--- src/rtl/four_bit_countdown_timer.sv ---
// ---------------------------------------------------------------------------
// four_bit_countdown_timer
//
// Loadable down-counter / timer. The host loads a start value and issues
// start. The count then decrements once every PRESCALE clocks. When it
// reaches zero, the block emits a one-cycle registered done pulse.
//
// Optional feature: define FOUR_BIT_TIMER_AUTO_RELOAD_EN to enable periodic
// mode. In this mode the terminal tick reloads the count and stays in RUN.
// A reload value of zero still ends in a single DONE.
//
// Parameters
//    WIDTH     counter / load width in bits
//    PRESCALE  clocks per decrement (>= 1)
//
// Ports
//    clk       in   rising-edge clock
//    reset     in   synchronous, active-high reset
//    load      in   capture load_val into count (and reload); aborts any run
//    load_val  in   value captured on load
//    start     in   begin counting from IDLE, or resume from HOLD
//    pause     in   freeze count and prescaler while in RUN
//    count     out  current count (registered)
//    busy      out  high in RUN or HOLD
//    done      out  one-cycle registered pulse on terminal count
//    zero      out  combinational (count == 0)
// ---------------------------------------------------------------------------
module four_bit_countdown_timer #(
   parameter int WIDTH    = 4,
   parameter int PRESCALE = 1
) (
   input  logic             clk,
   input  logic             reset,
   input  logic             load,
   input  logic [WIDTH-1:0] load_val,
   input  logic             start,
   input  logic             pause,
   output logic [WIDTH-1:0] count,
   output logic             busy,
   output logic             done,
   output logic             zero
);

   // A prescaler of PRESCALE=1 still needs a one-bit register. That bit
   // simply stays at zero, so every RUN cycle is a tick.
   localparam int PW = (PRESCALE > 1) ? $clog2(PRESCALE) : 1;
   localparam logic [PW-1:0] P_LAST = PW'(PRESCALE - 1);
   localparam logic [WIDTH-1:0] CNT_ONE = WIDTH'(1);

   typedef enum logic [1:0] {
      S_IDLE = 2'd0,
      S_RUN  = 2'd1,
      S_HOLD = 2'd2,
      S_DONE = 2'd3
   } state_t;

   state_t           r_state, w_state_next;
   logic [WIDTH-1:0] r_count, w_count_next;
   logic [PW-1:0]    r_presc, w_presc_next;
   logic             r_done,  w_done_next;
   logic             w_tick;

`ifdef FOUR_BIT_TIMER_AUTO_RELOAD_EN
   logic [WIDTH-1:0] r_reload, w_reload_next;
`endif

   assign w_tick = (r_presc == P_LAST);

   always_comb begin
      w_state_next = r_state;
      w_count_next = r_count;
      w_presc_next = r_presc;
      w_done_next  = 1'b0;
`ifdef FOUR_BIT_TIMER_AUTO_RELOAD_EN
      w_reload_next = r_reload;
`endif

      if (load) begin
         w_count_next = load_val;
         w_presc_next = '0;
         w_state_next = S_IDLE;
`ifdef FOUR_BIT_TIMER_AUTO_RELOAD_EN
         w_reload_next = load_val;
`endif
      end else begin
         case (r_state)
            S_IDLE: begin
               if (start) begin
                  w_presc_next = '0;
                  if (r_count != '0) begin
                     w_state_next = S_RUN;
                  end else begin
                     // Nothing to count: report completion on the next cycle.
                     w_state_next = S_DONE;
                     w_done_next  = 1'b1;
                  end
               end
            end

            S_RUN: begin
               // If start and pause arrive together, start wins and the run continues.
               if (pause && !start) begin
                  w_state_next = S_HOLD;
               end else if (w_tick) begin
                  w_presc_next = '0;
                  // The <= guard also catches zero, so the count can never wrap.
                  if (r_count <= CNT_ONE) begin
                     w_done_next = 1'b1;
`ifdef FOUR_BIT_TIMER_AUTO_RELOAD_EN
                     if (r_reload != '0) begin
                        w_count_next = r_reload;
                     end else begin
                        w_count_next = '0;
                        w_state_next = S_DONE;
                     end
`else
                     w_count_next = '0;
                     w_state_next = S_DONE;
`endif
                  end else begin
                     w_count_next = r_count - CNT_ONE;
                  end
               end else begin
                  w_presc_next = r_presc + PW'(1);
               end
            end

            S_HOLD: begin
               // Resume keeps the prescaler phase it had when paused.
               if (start) begin
                  w_state_next = S_RUN;
               end
            end

            S_DONE: begin
               w_state_next = S_IDLE;
               w_count_next = '0;
            end

            default: begin
               w_state_next = S_IDLE;
            end
         endcase
      end
   end

   always_ff @(posedge clk) begin
      if (reset) begin
         r_state <= S_IDLE;
         r_count <= '0;
         r_presc <= '0;
         r_done  <= 1'b0;
`ifdef FOUR_BIT_TIMER_AUTO_RELOAD_EN
         r_reload <= '0;
`endif
      end else begin
         r_state <= w_state_next;
         r_count <= w_count_next;
         r_presc <= w_presc_next;
         r_done  <= w_done_next;
`ifdef FOUR_BIT_TIMER_AUTO_RELOAD_EN
         r_reload <= w_reload_next;
`endif
      end
   end

   assign count = r_count;
   assign busy  = (r_state == S_RUN) || (r_state == S_HOLD);
   assign done  = r_done;
   assign zero  = (r_count == '0);

endmodule
--- config.mk ---
export PLATFORM = sky130hd
export DESIGN_NAME = four_bit_countdown_timer
export DESIGN_NICKNAME = d
export VERILOG_FILES = /design/src/rtl/four_bit_countdown_timer.sv
export SDC_FILE = /design/constraint.sdc
export NUM_CORES = 1
export LEC_CHECK = 0
export ABC_AREA = 1
export CAP_MARGIN = 20
export CORE_UTILIZATION = 35
export DETAILED_ROUTE_END_ITERATION = 7
export PLACE_DENSITY = 0.66
export SLEW_MARGIN = 30
export SYNTH_ARGS = -nofsm -noshare
export SYNTH_HDL_FRONTEND = slang
export SYNTH_SLANG_ARGS = --single-unit
--- constraint.sdc ---
create_clock -name clk -period 2.29 [get_ports clk]
set_clock_uncertainty 0.2 [all_clocks]
set_input_delay 0.5725 -clock clk [delete_from_list [all_inputs] [get_ports clk]]
set_output_delay 0.5725 -clock clk [all_outputs]
set_load 0.03 [all_outputs]
==> results of run 1 <==
state kept, by name, summed over array words and instances, names as in the netlist:
name and flops:
done 1, r_state 2, count 4
cells in the final DEF (no fill, tap or decap), drive strengths merged:
| cell type | netlist | final |
|---|---|---|
| nand2 | 26 | 26 |
| nor2 | 15 | 15 |
| inv | 14 | 14 |
| clkdlybuf4s50 | 0 | 13 |
| ha | 7 | 7 |
| dfxtp | 7 | 7 |
| o21ai | 6 | 6 |
| nand3 | 5 | 5 |
| a21oi | 5 | 5 |
| clkbuf | 0 | 4 |
| buf | 0 | 2 |
| a21boi | 1 | 1 |
| xnor2 | 1 | 1 |
| clkdlybuf4s15 | 0 | 1 |
| dlygate4sd2 | 0 | 1 |
critical path, cell delays in order (launching register included):
cell and delay [ns]:
sky130_fd_sc_hd__dfxtp_1 0.38, sky130_fd_sc_hd__buf_4 0.16, sky130_fd_sc_hd__clkdlybuf4s50_1 0.66
timing repair:
action / 4_1_cts / 5_1_grt
hold buffers: 0 / 0
endpoints found under the setup margin: 2 / 1
setup buffers: 0 / 0
resized for setup: 2 / 1
cell type report:
class,count,share of cell area [%]
Clock buffer,4,3.33
Inverter,14,6.66
Multi-Input combinational cell,66,49.0
Sequential cell,7,17.7
Tap cell,16,2.54
Timing Repair Buffer,17,20.8
stage by stage:
step	area, um^2	utilization (%)	std cells
3_5_place_dp	764	50.2	120
4_1_cts	788	51.7	124
6_report	790	51.8	124
5_1_grt	790	51.8	124
2_1_floorplan	579	-	87
3_3_place_gp	764	50.2	120
cells by family (layout without fill, tap and decap cells):
logic type	after synthesis	count (layout)	share of synthesized area [%]
buffers and inverters	14	35	9.07
AO/OA/AOI/OAI	12	12	14.0
flip-flops	7	7	24.2
adder cells (fa/ha/maj)	7	7	15.1
AND/OR/NAND/NOR	46	46	36.1
XOR/XNOR	1	1	1.51
worst max-delay path by stage:
stage	from	end	slack, ns	cells past startpoint
6_report	count[2]	count[2]	0.07	2
5_1_grt	count[0]	zero	0.02	5
4_1_cts	count[1]	zero	0.06	5
3_5_place_dp	r_state[0]	busy	0.07	3
3_3_place_gp	count[0]	zero	0.12	5
2_1_floorplan	count[0]	zero	0.43	4
power by group:
part / switching [W] / internal [W]
registers: 0.0000109 / 0.000133
clock network: 0.0000438 / 0.0000664
logic: 0.000120 / 0.0000827
layer usage:
layer  up-vias  routed length (um)
li1        311                   -
met4         0                   0
met3         0                  37
met2         8                 565
met1       248                 611
met5         -                   0
==> Flow_metrics.wiki, run 1 <==
{| class="wikitable"
! Metric !! Value
|-
| X dimension of the die || around 43 um
|-
| TritonCTS clock tree || done
|-
| Clock transition at the registers of the reported paths || 0.05 ns
|-
| WHS || 0.340 ns
|-
| Flop-to-flop setup slack || 0.75 ns
|-
| ANT nets after route || 0
|-
| Via count of the first global-routing pass || 520
|-
| H-Tree Level Count || 1
|-
| Pin count of the biggest net entering global routing || 8
|-
| Synthesis-to-layout area growth || 36.3%
|-
| Floorplan Core Area || 1520 um^2
|-
| Starting DRT DRC Count || 4
|-
| Fraction of synthesized cell area taken by the top area cell type || about a quarter
|-
| Endpoint required time on the critical path || 1.52 ns
|-
| Worst supply voltage drop on vdd || 0.000290 V
|-
| Number of remaining DRC errors || 0
|-
| Bufs on Longest Clock Path || 2
|-
| Count of cell types in the netlist || 18
|-
| Final Max Slew Viols || 0
|-
| Flops & latches, synth || 7
|-
| Antenna violations before repair || 0
|-
| Final Hold Violating Endpoints || 0
|-
| Routing usage on met3 || 6.38%
|-
| Fillcell total || approximately 160
|-
| Syn Area/Cell || 6.66 um^2
|-
| Setup-violating endpoint count in the final report || 0
|-
| Top cells by area, synth || sky130_fd_sc_hd__dfxtp_1, sky130_fd_sc_hd__ha_1, sky130_fd_sc_hd__nand2_1
|-
| Class of the tightest hold or removal check || register to register
|-
| Ys async rst share || 0%
|-
| Endpoint of the worst hold-timing path || r_state[0]
|-
| Period utilization || 97.0%
|-
| CP startpoint kind || register
|-
| Effective utilization at floorplan || 38.0%
|-
| Routed WL per cell || a little under 10 um
|-
| Reg2Reg Launch Point || r_state[0]
|-
| Clock Sinks || 7
|-
| Cells after Synth || 87
|-
| Die Area || between 1500 and 2000 um^2
|-
| Most common library cells after synthesis || sky130_fd_sc_hd__nand2_1, sky130_fd_sc_hd__nor2_1, sky130_fd_sc_hd__inv_1
|-
| Total global routing overflow || 0
|-
| PnR Total Power || 0.000457 W
|-
| Endpoint arrival time on the critical path || 1.45 ns
|-
| Per-cell via count in the routed design || 4.57
|-
| Worst Slack Setup Final || 0.0695 ns
|-
| Static power due to leakage || between 0.3 and 0.4 nW
|-
| Start point of the worst min-delay path || r_state[0]
|-
| Type of element capturing the critical path || output port
|-
| Top-count cell post-synth || sky130_fd_sc_hd__nand2_1
|-
| Max Cap Violations || 0
|-
| Post-layout nets || 125
|-
| Transition time at the pin with the least slew margin || 0.308 ns
|-
| Site Rows || 14
|-
| Dominant synthesized flop cell || sky130_fd_sc_hd__dfxtp_1
|-
| Power density over cell area || roughly 580 nW/um^2
|-
| Via count || 567
|-
| Routability congestion estimate from global placement || 0.775
|-
| Capturing point of the worst reg2reg path || r_state[1]
|-
| Met1 usage || approximately a fifth
|-
| Number of I/O port buffers || 15
|-
| Number of enable-type register cells in the synthesized netlist || 0
|-
| Yosys warnings || 0
|-
| Wire length of the first global-routing pass || 2090 um
|-
| TNS Setup || 0 ns
|-
| N_diodes || 0
|-
| Net count of the mapped netlist || just over 100
|-
| Path depth of the worst reg2reg path || 6
|-
| Portion of the post-synthesis area used by sequential elements || 24.2%
|-
| Die height || 42.7 um
|-
| Run status || completed
|-
| Area occupied by multi-input gates || 387 um^2
|-
| Worst slack after detailed placement || 0.0719 ns
|-
| Layout cells sized above 1 || 19.4%
|-
| Total routing usage reported by global routing || 15.1%
|-
| Normalized max-slew margin || 79.4%
|-
| Critical Path Fanout Max || 4
|-
| Tmin final || 2.22 ns
|-
| WL final || between 1000 and 1500 um
|-
| GR peak layer || met2
|-
| Hold depth || 2
|-
| Root buf cell || sky130_fd_sc_hd__clkbuf_4
|-
| Kind of critical path || register to output port
|-
| Total standard cell area after synthesis || 579 um^2
|-
| Number of primary I/O pins || 16
|-
| Router iterations before antenna repair || 2
|-
| Register Area || ~140 um^2
|-
| Setup repair after global routing missed its margin || false
|-
| Met2 track demand over resource in global routing || 24.5%
|-
| Cell type with the largest total area after synthesis || sky130_fd_sc_hd__dfxtp_1
|-
| Maximum clock frequency || 450 MHz
|-
| Worst skew pair latency || 0.25 ns
|-
| Half-perimeter wire length after placement || between 1000 and 1500 um
|-
| TritonCTS Buffers || 3
|}
No activity file was read; power rests on OpenSTA's default activity.
==> inputs of run 2 (changes only) <==
Settings changed: SKIP_CTS_REPAIR_TIMING set to 1.
==> run 2 against run 1 <==
Compared with the run above: worst hold slack improved by 0.0017 ns; maximum frequency unchanged; count of clock-buffer cells in the layout unchanged; highest routed layer unchanged; register-to-register slack is essentially flat; critical path depth stayed put; cell area grew 0.79%; global-route usage shrank 0.088 points; clock power about the same; wire length is 0.41% higher; die area unchanged; sequential cell count is the same; first-iteration DRC count unchanged.
==> Flow_metrics.wiki, run 2 (synthesis results as in run 1) <==
{| class="wikitable"
! Metric !! Value
|-
| Floorplan Core Area || 1520 um^2 (unchanged)
|-
| Root buf cell || sky130_fd_sc_hd__clkbuf_4
|-
| Router iterations before antenna repair || 2 (unchanged)
|-
| X dimension of the die || 42.7 um (unchanged)
|-
| Total global routing overflow || 0 (unchanged)
|-
| Hold depth || 2 (unchanged)
|-
| Leading cell type in the layout, fill and taps excluded || sky130_fd_sc_hd__nand2_1
|-
| Power density over cell area || 578 nW/um^2 (-0.20%)
|-
| Half-perimeter wire length after placement || 1030 um (unchanged)
|-
| Routability congestion estimate from global placement || 0.775 (unchanged)
|-
| Kind of critical path || register to output port
|-
| Setup repair after global routing missed its margin || false
|-
| Number of buffer and inverter stages on the critical path || 2 (unchanged)
|-
| Proportion of total power due to net switching || 38.0% (-0.22 points)
|-
| Worst skew pair latency || 0.25 ns (about the same)
|-
| H-Tree Level Count || 1 (unchanged)
|-
| Clock Sinks || 7 (unchanged)
|-
| Via count || 567 (unchanged)
|-
| Endpoint of the worst hold-timing path || r_state[0]
|-
| Wire length of the first global-routing pass || 2080 um (-0.67%)
|-
| Max Cap Violations || 0 (unchanged)
|-
| Number of remaining DRC errors || 0 (unchanged)
|-
| Endpoint arrival time on the critical path || 1.45 ns (about the same)
|-
| Tmin final || 2.22 ns (unchanged)
|-
| Master of the slowest instance on the critical path || sky130_fd_sc_hd__clkdlybuf4s50_1
|-
| Static power due to leakage || 0.405 nW (+5.8%)
|-
| Worst supply voltage drop on vdd || 0.000290 V (about the same)
|-
| Flip-flop count of the largest register after layout || 4 (unchanged)
|-
| Setup-violating endpoint count in the final report || 0 (unchanged)
|-
| Post-layout nets || 125 (unchanged)
|-
| Capturing point of the worst reg2reg path || r_state[1]
|-
| Site Rows || 14 (unchanged)
|-
| Crit path depth || 2 (unchanged)
|-
| Path depth of the worst reg2reg path || 6 (unchanged)
|-
| Flop-to-flop setup slack || 0.75 ns (about the same)
|-
| WL final || 1220 um (+0.41%)
|-
| Clock transition at the registers of the reported paths || 0.05 ns (about the same)
|-
| Run status || completed
|-
| Maximum clock frequency || 450 MHz (unchanged)
|-
| Number of I/O port buffers || 15 (unchanged)
|-
| Synthesis-to-layout area growth || 37.4%
|-
| Antenna violations before repair || 0 (unchanged)
|-
| Per-cell via count in the routed design || 4.57 (unchanged)
|-
| Transition time at the pin with the least slew margin || 0.325 ns (+0.0176 ns)
|-
| Critical Path Fanout Max || 4 (unchanged)
|-
| Class of the tightest hold or removal check || register to register
|-
| Routed WL per cell || 9.83 um (+0.41%)
|-
| Start point of the worst min-delay path || r_state[0]
|-
| Clock share of power || 23.9% (-0.2 points)
|-
| Total routing usage reported by global routing || 15.0% (-0.088 points)
|-
| Max incr delay on CP || 0.66 ns (about the same)
|-
| N_diodes || 0 (unchanged)
|-
| Commonest cells after routing, fill and taps aside || sky130_fd_sc_hd__nand2_1, sky130_fd_sc_hd__nor2_1, sky130_fd_sc_hd__clkdlybuf4s50_1, sky130_fd_sc_hd__inv_1
|-
| Pin count of the biggest net entering global routing || 8 (unchanged)
|-
| Via count of the first global-routing pass || 516 (-0.77%)
|-
| Psw || 0.000175 W (about the same)
|-
| Placed Cells || 120 (unchanged)
|-
| Normalized max-slew margin || 78.3% (-1.1 points)
|-
| Layout cells sized above 1 || 19.4% (unchanged)
|-
| TritonCTS clock tree || done
|-
| Fillcell total || 160 (-1.8%)
|-
| Reg2Reg Launch Point || r_state[0]
|-
| Die height || 42.7 um (unchanged)
|-
| Dominant delay contributor by cell family on the critical path || buffers and inverters
|-
| Internal cell power || 0.000285 W (+0.95%)
|-
| Bufs on Longest Clock Path || 2 (unchanged)
|-
| Crit path cell chain || buf_4 > clkdlybuf4s50_1
|-
| Post-layout util || 52.2% (+0.41 points)
|-
| Final Max Slew Viols || 0 (unchanged)
|-
| Type of element capturing the critical path || output port
|-
| Reg power frac || 31.4% (about the same)
|-
| Endpoint required time on the critical path || 1.52 ns (about the same)
|-
| Period utilization || 97.0% (unchanged)
|-
| Final std cells w/o fill || 124 (unchanged)
|-
| Final Hold Violating Endpoints || 0 (unchanged)
|-
| Effective utilization at floorplan || 38.0% (unchanged)
|-
| Share of power burned in combinational logic || 44.7% (+0.3 points)
|-
| ANT nets after route || 0 (unchanged)
|-
| TritonCTS Buffers || 3 (unchanged)
|-
| Die Area || 1820 um^2 (unchanged)
|-
| CP startpoint kind || register
|-
| Starting DRT DRC Count || 4 (unchanged)
|-
| Number of primary I/O pins || 16 (unchanged)
|}
==> run 2: changes by cell type in the layout (fill, tap and decap cells not counted), sizes merged <==
| cell | change |
|---|---|
| clkdlybuf4s15 | -1 |
| dlygate4sd2 | -1 |
| dlymetal6s2s | +2 |
==> run 2: final cells by class <==
cell class,count,area (um^2),area share [%]
Clock buffer,4,26.3,3.30
Inverter,14,52.6,6.60
Multi-Input combinational cell,66,387,48.6
Sequential cell,7,140,17.6
Tap cell,16,20.0,2.52
Timing Repair Buffer,17,170,21.4
==> run 2: power groups by stage <==
stage          clock (W)  combinational [W]  sequential [W]
4_1_cts         0.000117           0.000208        0.000144
3_5_place_dp           0           0.000207        0.000147
6_report        0.000110           0.000206        0.000144
5_1_grt         0.000125           0.000228        0.000146
3_3_place_gp           0           0.000205        0.000146
2_1_floorplan          0           0.000120        0.000164
==> run 2: per-stage QoR <==
stage | area (um^2) | power, W | worst slack, ns | hold slack (ns) | TNS [ns]
6_report | 796 | 0.000460 | 0.0695 | 0.342 | 0
5_1_grt | 796 | 0.000499 | 0.0186 | 0.371 | 0
4_1_cts | 791 | 0.000470 | -0.211 | 0.349 | -0.406
3_5_place_dp | 764 | 0.000354 | 0.0719 | 0.344 | 0
3_3_place_gp | 764 | 0.000351 | 0.116 | 0.311 | 0
2_1_floorplan | 579 | 0.000284 | 0.431 | 0.283 | 0
==> run 2: per-layer routing <==
metal	track usage [%]	vias up	part of all wire, %
li1	-	311	-
met2	24.2	8	47
met1	19.0	248	50
met4	1.88	0	0
met5	0	-	0
met3	6.38	0	3.0
==> run 2: tightest hold or removal path: cells and delay by family, from the launching register on <==
family	cells	cell delay (ns)
compound gates	1	0.06
flops	1	0.35
simple gates	1	0.08
==> run 2: worst max path at each step <==
| stage | from | to | slack [ns] |
|---|---|---|---|
| 6_report | count[2] | count[2] | 0.07 |
| 3_3_place_gp | count[0] | zero | 0.12 |
| 3_5_place_dp | r_state[0] | busy | 0.07 |
| 4_1_cts | count[1] | zero | -0.21 |
| 2_1_floorplan | count[0] | zero | 0.43 |
| 5_1_grt | count[2] | count[2] | 0.02 |
==> inputs of run 3 (changes only) <==
Clock period 2.29 ns to 2.4 ns, I/O delays scaled along.
==> run 3 against run 2 <==
Compared with the run above: final cell count decreased by 0.81%; power down 3.9%; clock power about the same; wire length is 4.0% higher; core utilization decreased by 0.49 points; sequential cell count unchanged; critical path depth did not move.
==> Flow_metrics.wiki, run 3 (synthesis results as in run 1) <==
{| class="wikitable"
! Metric !! Value
|-
| Run status || completed
|-
| N_diodes || 0 (unchanged)
|-
| Flip-flop count of the largest register after layout || 4 (unchanged)
|-
| Final non-filler cell area || 788 um^2 (-0.94%)
|-
| Synthesis-to-layout area growth || 36.1%
|-
| Launching element of the worst setup path || count[2]
|-
| Critical Path Fanout Max || 4 (unchanged)
|-
| Endpoint of the worst hold-timing path || r_state[0]
|-
| Die height || 42.7 um (unchanged)
|-
| Post-layout util || 51.7% (-0.49 points)
|-
| Wire length of the first global-routing pass || 2150 um (+3.7%)
|-
| Hold depth || 2 (unchanged)
|-
| TNS Setup || 0 ns (unchanged)
|-
| Type of element capturing the critical path || output port
|-
| PnR Total Power || 0.000442 W (-3.9%)
|-
| Starting DRT DRC Count || 18 (+14)
|-
| Register Area || 140 um^2 (unchanged)
|-
| Class of the tightest hold or removal check || register to register
|-
| Bufs on Longest Clock Path || 2 (unchanged)
|-
| Clock share of power || 24.8% (+0.9 points)
|-
| Layout cells sized above 1 || 18.7% (-0.75 points)
|-
| TritonCTS Buffers || 3 (unchanged)
|-
| Normalized max-slew margin || 78.9% (+0.63 points)
|-
| Number of I/O port buffers || 15 (unchanged)
|-
| Total routing usage reported by global routing || 16.0% (+0.98 points)
|-
| Site Rows || 14 (unchanged)
|-
| Pin count of the biggest net entering global routing || 8 (unchanged)
|-
| Routability congestion estimate from global placement || 0.803 (+3.5%)
|-
| Psw || 0.000172 W (-1.8%)
|-
| Number of remaining DRC errors || 0 (unchanged)
|-
| H-Tree Level Count || 1 (unchanged)
|-
| Fillcell total || 158 (-1.3%)
|-
| Maximum clock frequency || 442 MHz
|-
| Endpoint required time on the critical path || 1.60 ns (+0.08 ns)
|-
| Antenna violations before repair || 0 (unchanged)
|-
| WL final || 1270 um (+4.0%)
|-
| Per-cell via count in the routed design || 4.82 (+5.4%)
|-
| Proportion of total power due to net switching || 38.9% (+0.85 points)
|-
| Capturing point of the worst reg2reg path || r_state[1]
|-
| Total cell area at the placement stage || 757 um^2 (-0.98%)
|-
| Max Cap Violations || 0 (unchanged)
|-
| Power density over cell area || 561 nW/um^2 (-3.0%)
|-
| Routed WL per cell || 10.3 um (+4.9%)
|-
| Router iterations before antenna repair || 5 (+3)
|-
| Number of primary I/O pins || 16 (unchanged)
|-
| Clock transition at the registers of the reported paths || 0.05 ns (about the same)
|-
| Static power due to leakage || 0.400 nW (-1.3%)
|-
| Via count || 593 (+4.6%)
|-
| Clock Sinks || 7 (unchanged)
|-
| Effective utilization at floorplan || 38.0% (unchanged)
|-
| Reg power frac || 31.5% (about the same)
|-
| Endpoint arrival time on the critical path || 1.46 ns (about the same)
|-
| Leading cell type in the layout, fill and taps excluded || sky130_fd_sc_hd__nand2_1
|-
| Internal cell power || 0.000270 W (-5.2%)
|-
| CP startpoint kind || register
|-
| Start point of the worst min-delay path || r_state[0]
|-
| TritonCTS clock tree || done
|-
| Worst skew pair latency || 0.25 ns (about the same)
|-
| Transition time at the pin with the least slew margin || 0.316 ns (-0.00943 ns)
|-
| Path depth of the worst reg2reg path || 6 (unchanged)
|-
| Area occupied by multi-input gates || 387 um^2 (unchanged)
|-
| Share of power burned in combinational logic || 43.7% (-1.0 points)
|-
| Tmin final || around 2.3 ns
|-
| Post-layout nets || 124 (-0.80%)
|-
| Reg2Reg Launch Point || r_state[0]
|-
| Commonest cells after routing, fill and taps aside || sky130_fd_sc_hd__nand2_1, sky130_fd_sc_hd__nor2_1, sky130_fd_sc_hd__clkdlybuf4s50_1, sky130_fd_sc_hd__inv_1
|-
| ANT nets after route || 0 (unchanged)
|-
| Half-perimeter wire length after placement || 1020 um (-0.89%)
|-
| Setup-violating endpoint count in the final report || 0 (unchanged)
|-
| Kind of critical path || register to output port
|-
| Die Area || 1820 um^2 (unchanged)
|-
| Period utilization || a little over nine tenths
|-
| Floorplan Core Area || 1520 um^2 (unchanged)
|-
| X dimension of the die || 42.7 um (unchanged)
|-
| Total global routing overflow || 0 (unchanged)
|-
| Final Max Slew Viols || 0 (unchanged)
|-
| Setup repair after global routing missed its margin || false
|-
| Via count of the first global-routing pass || 512 (-0.78%)
|-
| Root buf cell || sky130_fd_sc_hd__clkbuf_4
|-
| Worst supply voltage drop on vdd || 0.000262 V (-9.5%)
|-
| Flop-to-flop setup slack || 0.84 ns (+0.09 ns)
|-
| Final Hold Violating Endpoints || 0 (unchanged)
|}
run 3: cell types whose count changed in the layout (fill, tap and decap cells not counted), sizes merged:
| cell | previous run | this run |
|---|---|---|
| buf | 2 | 1 |
run 3: per-layer routing:
| metal | up-vias | part of all wire [%] | track usage, % |
|---|---|---|---|
| met5 | - | 0 | 0 |
| met4 | 0 | 0.47 | 5.63 |
| met3 | 2 | 5.7 | 6.38 |
| met2 | 22 | 46 | 23.3 |
| met1 | 261 | 48 | 21.1 |
| li1 | 308 | - | - |
run 3: worst max-delay path by stage:
| stage | endpoint | cells after the start |
|---|---|---|
| after floorplan | zero | 4 |
| after global placement | zero | 5 |
| after detailed placement | zero | 5 |
| after CTS | zero | 5 |
| after global routing | count[2] | 2 |
| final | count[2] | 2 |
run 3: metrics by stage:
| step | worst slack [ns] | std cells | hold WS [ns] |
|---|---|---|---|
| detailed placement | 0.136 | 119 | 0.324 |
| CTS | -0.151 | 123 | 0.331 |
| finish | 0.135 | 123 | 0.352 |
| global route | 0.0767 | 123 | 0.378 |
| floorplan | 0.513 | 87 | 0.283 |
| global placement | 0.165 | 119 | 0.310 |
run 3: worst max-delay path: stages (launching register included):
cell and delay, ns:
sky130_fd_sc_hd__dfxtp_1 0.38, sky130_fd_sc_hd__buf_4 0.16, sky130_fd_sc_hd__clkdlybuf4s50_1 0.66
run 3: area by class of cell:
class / count / share of cell area [%]
clock buffers: 4 / 3.33
repair buffers: 16 / 20.6
multi-input cells: 66 / 49.0
inverters: 14 / 6.67
well taps: 16 / 2.54
flip-flops and latches: 7 / 17.8
run 3: power groups by stage:
stage          clock (W)  sequential (W)  combinational, W
3_3_place_gp           0        0.000141          0.000191
2_1_floorplan          0        0.000157          0.000114
3_5_place_dp           0        0.000142          0.000194
5_1_grt         0.000120        0.000141          0.000214
6_report        0.000110        0.000139          0.000193
4_1_cts         0.000115        0.000139          0.000194
